<file path="src/rtl/proc_pipe_pckg.sv">
// rtl/proc_pipe_pckg.sv - shared pipeline types and write-back FIFO sizing constants
package proc_pipe_pckg;

    localparam int C_PIPE_DATA_WDT = 32;

    typedef enum logic [1:0] {
        VECT_TYPE_FEAT = 2'd0,
        VECT_TYPE_BIAS = 2'd1,
        VECT_TYPE_PSUM = 2'd2,
        VECT_TYPE_CTRL = 2'd3
    } pipe_data_vect_type_e;

    typedef struct packed {
        logic                       data_vect_val;
        logic                       data_vect_last;
        pipe_data_vect_type_e       data_vect_type;
        logic [C_PIPE_DATA_WDT-1:0] data_vect_data;
    } pipe_data_vect_t;

    localparam int              C_PIPE_DATA_VECT_WDT     = $bits(pipe_data_vect_t);
    localparam pipe_data_vect_t C_PIPE_DATA_VECT_RST_VAL = '0;

    localparam int C_MAXPOOL_IN_DEL_CYC_LEN   = 1;
    localparam int C_MAXPOOL_ACC_COMP_CYC_LEN = 1;
    localparam int C_MAXPOOL_OUT_DEL_CYC_LEN  = 1;

    // vectors that can still arrive after a stall request is raised
    localparam int C_MAXPOOL_INFLIGHT = C_MAXPOOL_IN_DEL_CYC_LEN + C_MAXPOOL_ACC_COMP_CYC_LEN
                                        + C_MAXPOOL_OUT_DEL_CYC_LEN + 1;

    localparam int C_PIPE_WB_FIFO_DEPTH     = 16;
    localparam int C_PIPE_WB_FIFO_AFULL_THR = C_PIPE_WB_FIFO_DEPTH - C_MAXPOOL_INFLIGHT;

endpackage

</file>
<file path="src/rtl/pipe_wb_fifo_if.sv">
// rtl/pipe_wb_fifo_if.sv - maxpool-side and write-back-side handshake bundle
interface pipe_wb_fifo_if;
    import proc_pipe_pckg::*;

    logic            wb_in_step;
    pipe_data_vect_t wb_in_vect;
    logic            wb_stall_req;
    pipe_data_vect_t wb_out_vect;
    logic            wb_out_val;
    logic            wb_out_rdy;
    logic            wb_last_done;

    modport master (
        output wb_in_step,
        output wb_in_vect,
        input  wb_stall_req,
        input  wb_out_vect,
        input  wb_out_val,
        output wb_out_rdy,
        input  wb_last_done
    );

    modport slave (
        input  wb_in_step,
        input  wb_in_vect,
        output wb_stall_req,
        output wb_out_vect,
        output wb_out_val,
        input  wb_out_rdy,
        output wb_last_done
    );

endinterface

</file>
<file path="src/rtl/pipe_wb_fifo_mem.sv">
// rtl/pipe_wb_fifo_mem.sv - simple dual-port vector array with registered write-first read
module wb_fifo_mem
    import proc_pipe_pckg::*;
#(
    parameter int DEPTH = C_PIPE_WB_FIFO_DEPTH
) (
    input  logic                     clk,
    input  logic                     rst_n,
    input  logic                     wr_en,
    input  logic [$clog2(DEPTH)-1:0] wr_addr,
    input  pipe_data_vect_t          wr_data,
    input  logic                     rd_en,
    input  logic [$clog2(DEPTH)-1:0] rd_addr,
    output pipe_data_vect_t          rd_data
);

    pipe_data_vect_t mem [DEPTH];

    // write port; array contents are never reset
    always_ff @(posedge clk) begin
        if (wr_en) begin
            mem[wr_addr] <= wr_data;
        end
    end

    // read register doubles as the FIFO head; same-address write is forwarded so a push into an empty FIFO shows up next cycle
    always_ff @(posedge clk or negedge rst_n) begin
        if (!rst_n) begin
            rd_data <= C_PIPE_DATA_VECT_RST_VAL;
        end else if (rd_en) begin
            if (wr_en && (wr_addr == rd_addr)) begin
                rd_data <= wr_data;
            end else begin
                rd_data <= mem[rd_addr];
            end
        end
    end

endmodule

</file>
<file path="src/rtl/pipe_wb_fifo.sv">
// rtl/pipe_wb_fifo.sv - elastic write-back FIFO after maxpool; PIPE_WB_FIFO_STATS_EN adds wb_level_max
module pipe_wb_fifo
    import proc_pipe_pckg::*;
#(
    parameter int DEPTH     = C_PIPE_WB_FIFO_DEPTH,
    parameter int AFULL_THR = DEPTH - C_MAXPOOL_INFLIGHT
) (
    input  logic                       clk,
    input  logic                       rst_n,
    input  logic                       wb_clear,
    pipe_wb_fifo_if.slave              wb,
    output logic                       wb_ovf,
    output logic [$clog2(DEPTH+1)-1:0] wb_level
`ifdef PIPE_WB_FIFO_STATS_EN
    ,
    output logic [$clog2(DEPTH+1)-1:0] wb_level_max
`endif
);

    localparam int LW = $clog2(DEPTH + 1);
    localparam int PW = $clog2(DEPTH);

    logic [PW-1:0] wr_ptr_q;
    logic [PW-1:0] rd_ptr_q;
    logic [LW-1:0] level_q;
    logic [LW-1:0] level_nxt;
    logic [LW-1:0] arr_cnt;
    logic          out_val_q;
    logic          ovf_q;
    logic          stall_q;
    logic          last_done_q;
    logic          push;
    logic          pop;
    logic          push_acc;
    logic          drop;
    logic          load;

    // handshake decode: level counts array entries plus the head register
    always_comb begin
        push      = wb.wb_in_step & wb.wb_in_vect.data_vect_val;
        pop       = out_val_q & wb.wb_out_rdy;
        push_acc  = push & ((level_q != LW'(DEPTH)) | pop);
        drop      = push & ~push_acc;
        arr_cnt   = level_q - {{(LW-1){1'b0}}, out_val_q};
        load      = (~out_val_q | pop) & ((arr_cnt != '0) | push_acc);
        level_nxt = level_q + {{(LW-1){1'b0}}, push_acc} - {{(LW-1){1'b0}}, pop};
    end

    // pointers, occupancy, head-valid and status flags
    always_ff @(posedge clk or negedge rst_n) begin
        if (!rst_n) begin
            wr_ptr_q    <= '0;
            rd_ptr_q    <= '0;
            level_q     <= '0;
            out_val_q   <= 1'b0;
            ovf_q       <= 1'b0;
            stall_q     <= 1'b0;
            last_done_q <= 1'b0;
        end else if (wb_clear) begin
            wr_ptr_q    <= '0;
            rd_ptr_q    <= '0;
            level_q     <= '0;
            out_val_q   <= 1'b0;
            ovf_q       <= 1'b0;
            stall_q     <= 1'b0;
            last_done_q <= 1'b0;
        end else begin
            if (push_acc) begin
                wr_ptr_q <= wr_ptr_q + PW'(1);
            end
            if (load) begin
                rd_ptr_q <= rd_ptr_q + PW'(1);
            end
            if (drop) begin
                ovf_q <= 1'b1;
            end
            level_q     <= level_nxt;
            out_val_q   <= load | (out_val_q & ~pop);
            stall_q     <= (level_nxt >= LW'(AFULL_THR));
            last_done_q <= pop & wb.wb_out_vect.data_vect_last;
        end
    end

    wb_fifo_mem #(
        .DEPTH (DEPTH)
    ) u_mem (
        .clk     (clk),
        .rst_n   (rst_n),
        .wr_en   (push_acc & ~wb_clear),
        .wr_addr (wr_ptr_q),
        .wr_data (wb.wb_in_vect),
        .rd_en   (load & ~wb_clear),
        .rd_addr (rd_ptr_q),
        .rd_data (wb.wb_out_vect)
    );

    assign wb.wb_out_val   = out_val_q;
    assign wb.wb_stall_req = stall_q;
    assign wb.wb_last_done = last_done_q;
    assign wb_ovf          = ovf_q;
    assign wb_level        = level_q;

`ifdef PIPE_WB_FIFO_STATS_EN
    logic [LW-1:0] level_max_q;

    // high-water mark of occupancy since reset or clear
    always_ff @(posedge clk or negedge rst_n) begin
        if (!rst_n) begin
            level_max_q <= '0;
        end else if (wb_clear) begin
            level_max_q <= '0;
        end else if (level_nxt > level_max_q) begin
            level_max_q <= level_nxt;
        end
    end

    assign wb_level_max = level_max_q;
`endif

endmodule

</file>
<file path="src/flat_wrapper.sv">
// flat-port wrapper written by rule: the top's interface ports become plain ports
module pipe_wb_fifo_flat import proc_pipe_pckg::*;
#(
    parameter int DEPTH     = C_PIPE_WB_FIFO_DEPTH,
    parameter int AFULL_THR = DEPTH - C_MAXPOOL_INFLIGHT
)
  (clk, rst_n, wb_clear, wb_ovf, wb_level, wb_wb_in_step, wb_wb_in_vect, wb_wb_stall_req, wb_wb_out_vect, wb_wb_out_val, wb_wb_out_rdy, wb_wb_last_done);
  pipe_wb_fifo_if wb_i ();
  input  logic clk;
  input  logic rst_n;
  input  logic wb_clear;
  output logic wb_ovf;
  output logic [$clog2(DEPTH+1)-1:0] wb_level;
  input wire logic [$bits(wb_i.wb_in_step)-1:0] wb_wb_in_step;
  input wire logic [$bits(wb_i.wb_in_vect)-1:0] wb_wb_in_vect;
  output wire logic [$bits(wb_i.wb_stall_req)-1:0] wb_wb_stall_req;
  output wire logic [$bits(wb_i.wb_out_vect)-1:0] wb_wb_out_vect;
  output wire logic [$bits(wb_i.wb_out_val)-1:0] wb_wb_out_val;
  input wire logic [$bits(wb_i.wb_out_rdy)-1:0] wb_wb_out_rdy;
  output wire logic [$bits(wb_i.wb_last_done)-1:0] wb_wb_last_done;
  assign wb_i.wb_in_step = wb_wb_in_step;
  assign wb_i.wb_in_vect = wb_wb_in_vect;
  assign wb_wb_stall_req = wb_i.wb_stall_req;
  assign wb_wb_out_vect = wb_i.wb_out_vect;
  assign wb_wb_out_val = wb_i.wb_out_val;
  assign wb_i.wb_out_rdy = wb_wb_out_rdy;
  assign wb_wb_last_done = wb_i.wb_last_done;
  pipe_wb_fifo #(.DEPTH(DEPTH), .AFULL_THR(AFULL_THR)) u_core (.clk(clk), .rst_n(rst_n), .wb_clear(wb_clear), .wb(wb_i), .wb_ovf(wb_ovf), .wb_level(wb_level));
endmodule
</file>
<file path="config.mk">
export PLATFORM = sky130hd
export DESIGN_NAME = pipe_wb_fifo_flat
export DESIGN_NICKNAME = d
export VERILOG_FILES = /design/src/rtl/proc_pipe_pckg.sv /design/src/rtl/pipe_wb_fifo_if.sv /design/src/rtl/pipe_wb_fifo_mem.sv /design/src/rtl/pipe_wb_fifo.sv /design/src/flat_wrapper.sv
export SDC_FILE = /design/constraint.sdc
export NUM_CORES = 1
export LEC_CHECK = 0
export CAP_MARGIN = 10
export CORE_ASPECT_RATIO = 0.6
export CORE_UTILIZATION = 36
export CTS_BUF_LIST = sky130_fd_sc_hd__clkbuf_16
export CTS_CLUSTER_SIZE = 14
export DETAILED_ROUTE_END_ITERATION = 10
export GPL_TIMING_DRIVEN = 0
export PLACE_DENSITY = 0.51
export SETUP_SLACK_MARGIN = 0.3
export SYNTH_ARGS = -nofsm -noshare
export SYNTH_HDL_FRONTEND = slang
export SYNTH_SLANG_ARGS = --single-unit
</file>
<file path="constraint.sdc">
create_clock -name clk -period 5.4 [get_ports clk]
set_clock_uncertainty 0.15 [all_clocks]
set_input_delay 1.08 -clock clk [delete_from_list [all_inputs] [get_ports clk]]
set_output_delay 1.08 -clock clk [all_outputs]
set_load 0.05 [all_outputs]
</file>
==> results.toml <==
[status]
outcome = "finished clean"

[sta]
whs_ns = 0.226
setup_violations = 0
finalHoldViolations = 0
max-slew-margin-rel_pct = 31.0
min_period_over_period_pct = 80.3
max_slew.worst_pin.slew_ns = 1.03
setup_ws_ns = 1.06
setup_repair_after_global_routing_missed_its_margin = "no"
finalMaxSlewViolations = 0
period_minus_slack_ns = 4.34
final.setup.tns_ns = 0
max_clock_freq_ghz = 0.230

[global_routing]
grt_pass1_vias = 12600
grt_antenna_before_repair = 1
grt_first_pass_wirelength_um = 90300
maximum_number_of_pins_on_one_net_before_global_route_repair = 38
track_usage_pct = 18.0
grt-ovfl-total = 0

[logic_synthesis]
syn_area_mm2 = 0.0247
netlist_top_cells_area = "sky130_fd_sc_hd__edfxtp_1 70%, sky130_fd_sc_hd__mux4_2 10%, sky130_fd_sc_hd__dfrtp_1 5.4%, sky130_fd_sc_hd__mux2i_1 3.4%, sky130_fd_sc_hd__o21ai_0 1.5%"
dominantRegCellSynth = "sky130_fd_sc_hd__edfxtp_1"
async_reset_ff_share_pct = 8.43
count_of_flip_flops_with_a_built_in_enable_after_synthesis = 576
netlist.top_cell.by_area = "sky130_fd_sc_hd__edfxtp_1"
post_synth_num_cell_types = 47
synth.ff_latch_count = 629
synthMostInstantiatedCell = "sky130_fd_sc_hd__edfxtp_1"
postSynthNetCount = 1336
ys_warn_count = 0
yosys-top-cells-count = "576 x sky130_fd_sc_hd__edfxtp_1, 111 x sky130_fd_sc_hd__mux4_2, 85 x sky130_fd_sc_hd__mux2i_1, 76 x sky130_fd_sc_hd__nand2_1, 75 x sky130_fd_sc_hd__o21ai_0"
synth.avg_cell_area_um2 = 19.3
synth_top_area_share_pct = 69.9
ys_seq_area_share_pct = 75.3
post_synth_inst_count = 1280

[critical_path]
worst-r2r-setup-slack_ns = 1.98
critPathBufInv = 3
worst_path_max_delay_cell = "sky130_fd_sc_hd__clkdlybuf4s50_1"
worst_setup_path_start_kind = "primary input"
cells_along_the_critical_path = "clkdlybuf4s50_1 > nand2_1 > a41oi_4 > nand2_1 > or2_2 > nor3_2 > buf_6 > buf_6"
max_stage_delay_ns = 0.96
crit_path_end_kind = "flop"
timing.critical_path.arrival_ns = 4.50
critical_path_peak_fanout = 18
crit_type = "primary input to flop"
critPathTopFamily = "simple AND/OR/NAND/NOR gates"
timing.critical_path.required_ns = 5.56

[power]
ir_drop_mv = 0.265
leak_nw = 9.33
power.density_mw_per_mm2 = 462

[routing]
detail_route.wirelength_um = 62300
drt-initial-drc-count = 1230
drt_drc_violations_left = 0
mean_routed_wirelength_per_cell_um = 25.9
detailedRoute.firstPassIterationCount = 5
drt.antenna.violating_nets = 0
post_drt_via_cell_ratio = 5.24
detailroute.via_count = 12600

[die]
dieArea_mm2 = 0.0698
initial_core_util_pct = 36.4
core.rowCount = 74
floorplan.die.height_um = 205
floorplan.die.width_um = 340
top_level_ports = 86
core_area_mm2 = 0.0680

[placement]
port_buffers = 85
placement.setup.worst_slack_ns = 0.452
globalplace.congestion = 0.733
dp.final_hpwl_um = 41500
detailed_place.area_mm2 = 0.0272

[clocking]
tritoncts_num_sinks = 629
tritoncts_clock_tree = "built"
post-cts-setup-buffer-count = 0
clk_pin_slew_worst_paths_ns = 0.07
clock-root-buffer = "sky130_fd_sc_hd__clkbuf_16"
cts-root-to-sink-buffers = 3
ctsResizeCount = 0
cts_max_level = 2
clock_latency_on_the_worst_skew_pair_ns = 0.60
holdBufCountCts = 0
tritoncts.num_buffers = 57

[layout]
final_design_utilization_pct = 42.6
syn2layout_area_growth_pct = 17.0
final_nets = 1502
final.fill_count = 5981
final_layout_size_suffix_gt1_share_pct = 19.9
finish.instance_area_mm2 = 0.0290
diodes = 0

[min_path]
hold_path.class = "primary input to asynchronous set/reset pin"

[job]
max-cap-violations = 0
==> per-stage QoR <==
step	power (mW)	instances
global placement	9.61	2277
finish	13.4	2407
global route	14.0	2407
detailed placement	9.65	2299
CTS	13.5	2407
floorplan	8.34	1280
==> layer usage <==
| layer | part of all wire [%] | track usage (%) | wire, um | vias to the layer above |
|---|---|---|---|---|
| met4 | 1.4 | 3.19 | 856 | 0 |
| met5 | 0 | 0 | 0 | - |
| li1 | - | - | - | 5497 |
| met1 | 50 | 28.6 | 31300 | 6660 |
| met3 | 6.3 | 3.43 | 3920 | 62 |
| met2 | 42 | 25.6 | 26200 | 402 |
==> worst paths after layout <==
path | from | to | cells after the start
hold reg to reg | u_core.u_mem.rd_data[24] | u_core.u_mem.rd_data[24] | 2
min in group clk | u_core.u_mem.rd_data[24] | u_core.u_mem.rd_data[24] | 2
hold / removal | rst_n | u_core.wb_level[1] | 1
setup reg to reg | u_core.wb_level[2] | u_core.u_mem.mem[3][18] | 8
setup / recovery | wb_wb_in_vect[35] | u_core.u_mem.mem[3][18] | 8
max in group asynchronous | rst_n | u_core.u_mem.rd_data[20] | 2
==> registers in the layout, indices dropped and copies added (netlist names), 4 cells and up <==
name / cells
u_core.u_mem.mem: 576
u_core.rd_ptr_q: 4
u_core.wb_level: 5
u_core.wr_ptr_q: 4
u_core.u_mem.rd_data: 36
==> power breakdown <==
part / internal (mW) / total [mW] / leakage (nW) / switching (mW)
registers: 5.51 / 5.66 / 5.84 / 0.155
clock network: 2.11 / 3.89 / 0.960 / 1.78
logic: 1.58 / 3.82 / 2.53 / 2.25
total: 9.20 / 13.4 / 9.33 / 4.18
==> layout by cell type (no fill, tap or decap), types with 3 or more instances in the layout <==
cell | synthesis | final
sky130_fd_sc_hd__a221oi_1 | 27 | 27
sky130_fd_sc_hd__inv_1 | 10 | 34
sky130_fd_sc_hd__and4_2 | 0 | 3
sky130_fd_sc_hd__nor2_1 | 22 | 21
sky130_fd_sc_hd__o21ai_0 | 75 | 75
sky130_fd_sc_hd__mux4_2 | 111 | 111
sky130_fd_sc_hd__o21ai_1 | 19 | 19
sky130_fd_sc_hd__buf_12 | 0 | 14
sky130_fd_sc_hd__and3_1 | 34 | 28
sky130_fd_sc_hd__a2bb2oi_1 | 6 | 6
sky130_fd_sc_hd__buf_6 | 3 | 7
sky130_fd_sc_hd__mux2_2 | 27 | 27
sky130_fd_sc_hd__xor2_1 | 10 | 10
sky130_fd_sc_hd__dfrtp_1 | 53 | 53
sky130_fd_sc_hd__mux2i_1 | 85 | 85
sky130_fd_sc_hd__nor2b_1 | 8 | 7
sky130_fd_sc_hd__clkbuf_16 | 0 | 59
sky130_fd_sc_hd__nand2_1 | 76 | 76
sky130_fd_sc_hd__nand3_1 | 7 | 7
sky130_fd_sc_hd__edfxtp_1 | 576 | 576
sky130_fd_sc_hd__clkinv_2 | 0 | 11
sky130_fd_sc_hd__clkbuf_1 | 35 | 35
sky130_fd_sc_hd__buf_4 | 11 | 12
sky130_fd_sc_hd__and2_2 | 0 | 3
sky130_fd_sc_hd__clkdlybuf4s50_1 | 0 | 84
sky130_fd_sc_hd__a21oi_1 | 6 | 6
sky130_fd_sc_hd__clkinv_1 | 1 | 8
sky130_fd_sc_hd__bufinv_16 | 0 | 3
sky130_fd_sc_hd__ha_1 | 14 | 14
sky130_fd_sc_hd__buf_2 | 22 | 22
sky130_fd_sc_hd__xnor2_1 | 6 | 6
sky130_fd_sc_hd__and3_2 | 0 | 6
==> area by class of cell <==
type | count | area [um^2] | share of cell area [%]
tap | 912 | 1140 | 3.94
clock inverter | 49 | 294 | 1.02
multi-input combinational | 567 | 5760 | 19.9
clock buffer | 59 | 1480 | 5.10
sequential | 629 | 18600 | 64.3
buffer | 73 | 365 | 1.26
timing repair buffer | 107 | 1260 | 4.35
inverter | 11 | 41.3 | 0.143
==> logic make-up (layout without fill, tap and decap cells) <==
kind of cell               count (synthesis)  in the layout  share of synthesized area [%]
AOI/OAI and AO/OA                        146            146                           3.70
xor gates and xnor gates                  16             16                          0.566
adders and majority gates                 15             15                          0.789
buffers and inverters                     84            299                           1.64
DFF                                      629            629                           75.3
muxes                                    223            223                           14.8
and+or+nand+nor                          167            167                           3.26
Note: power is estimated with default switching activity, not from simulation.
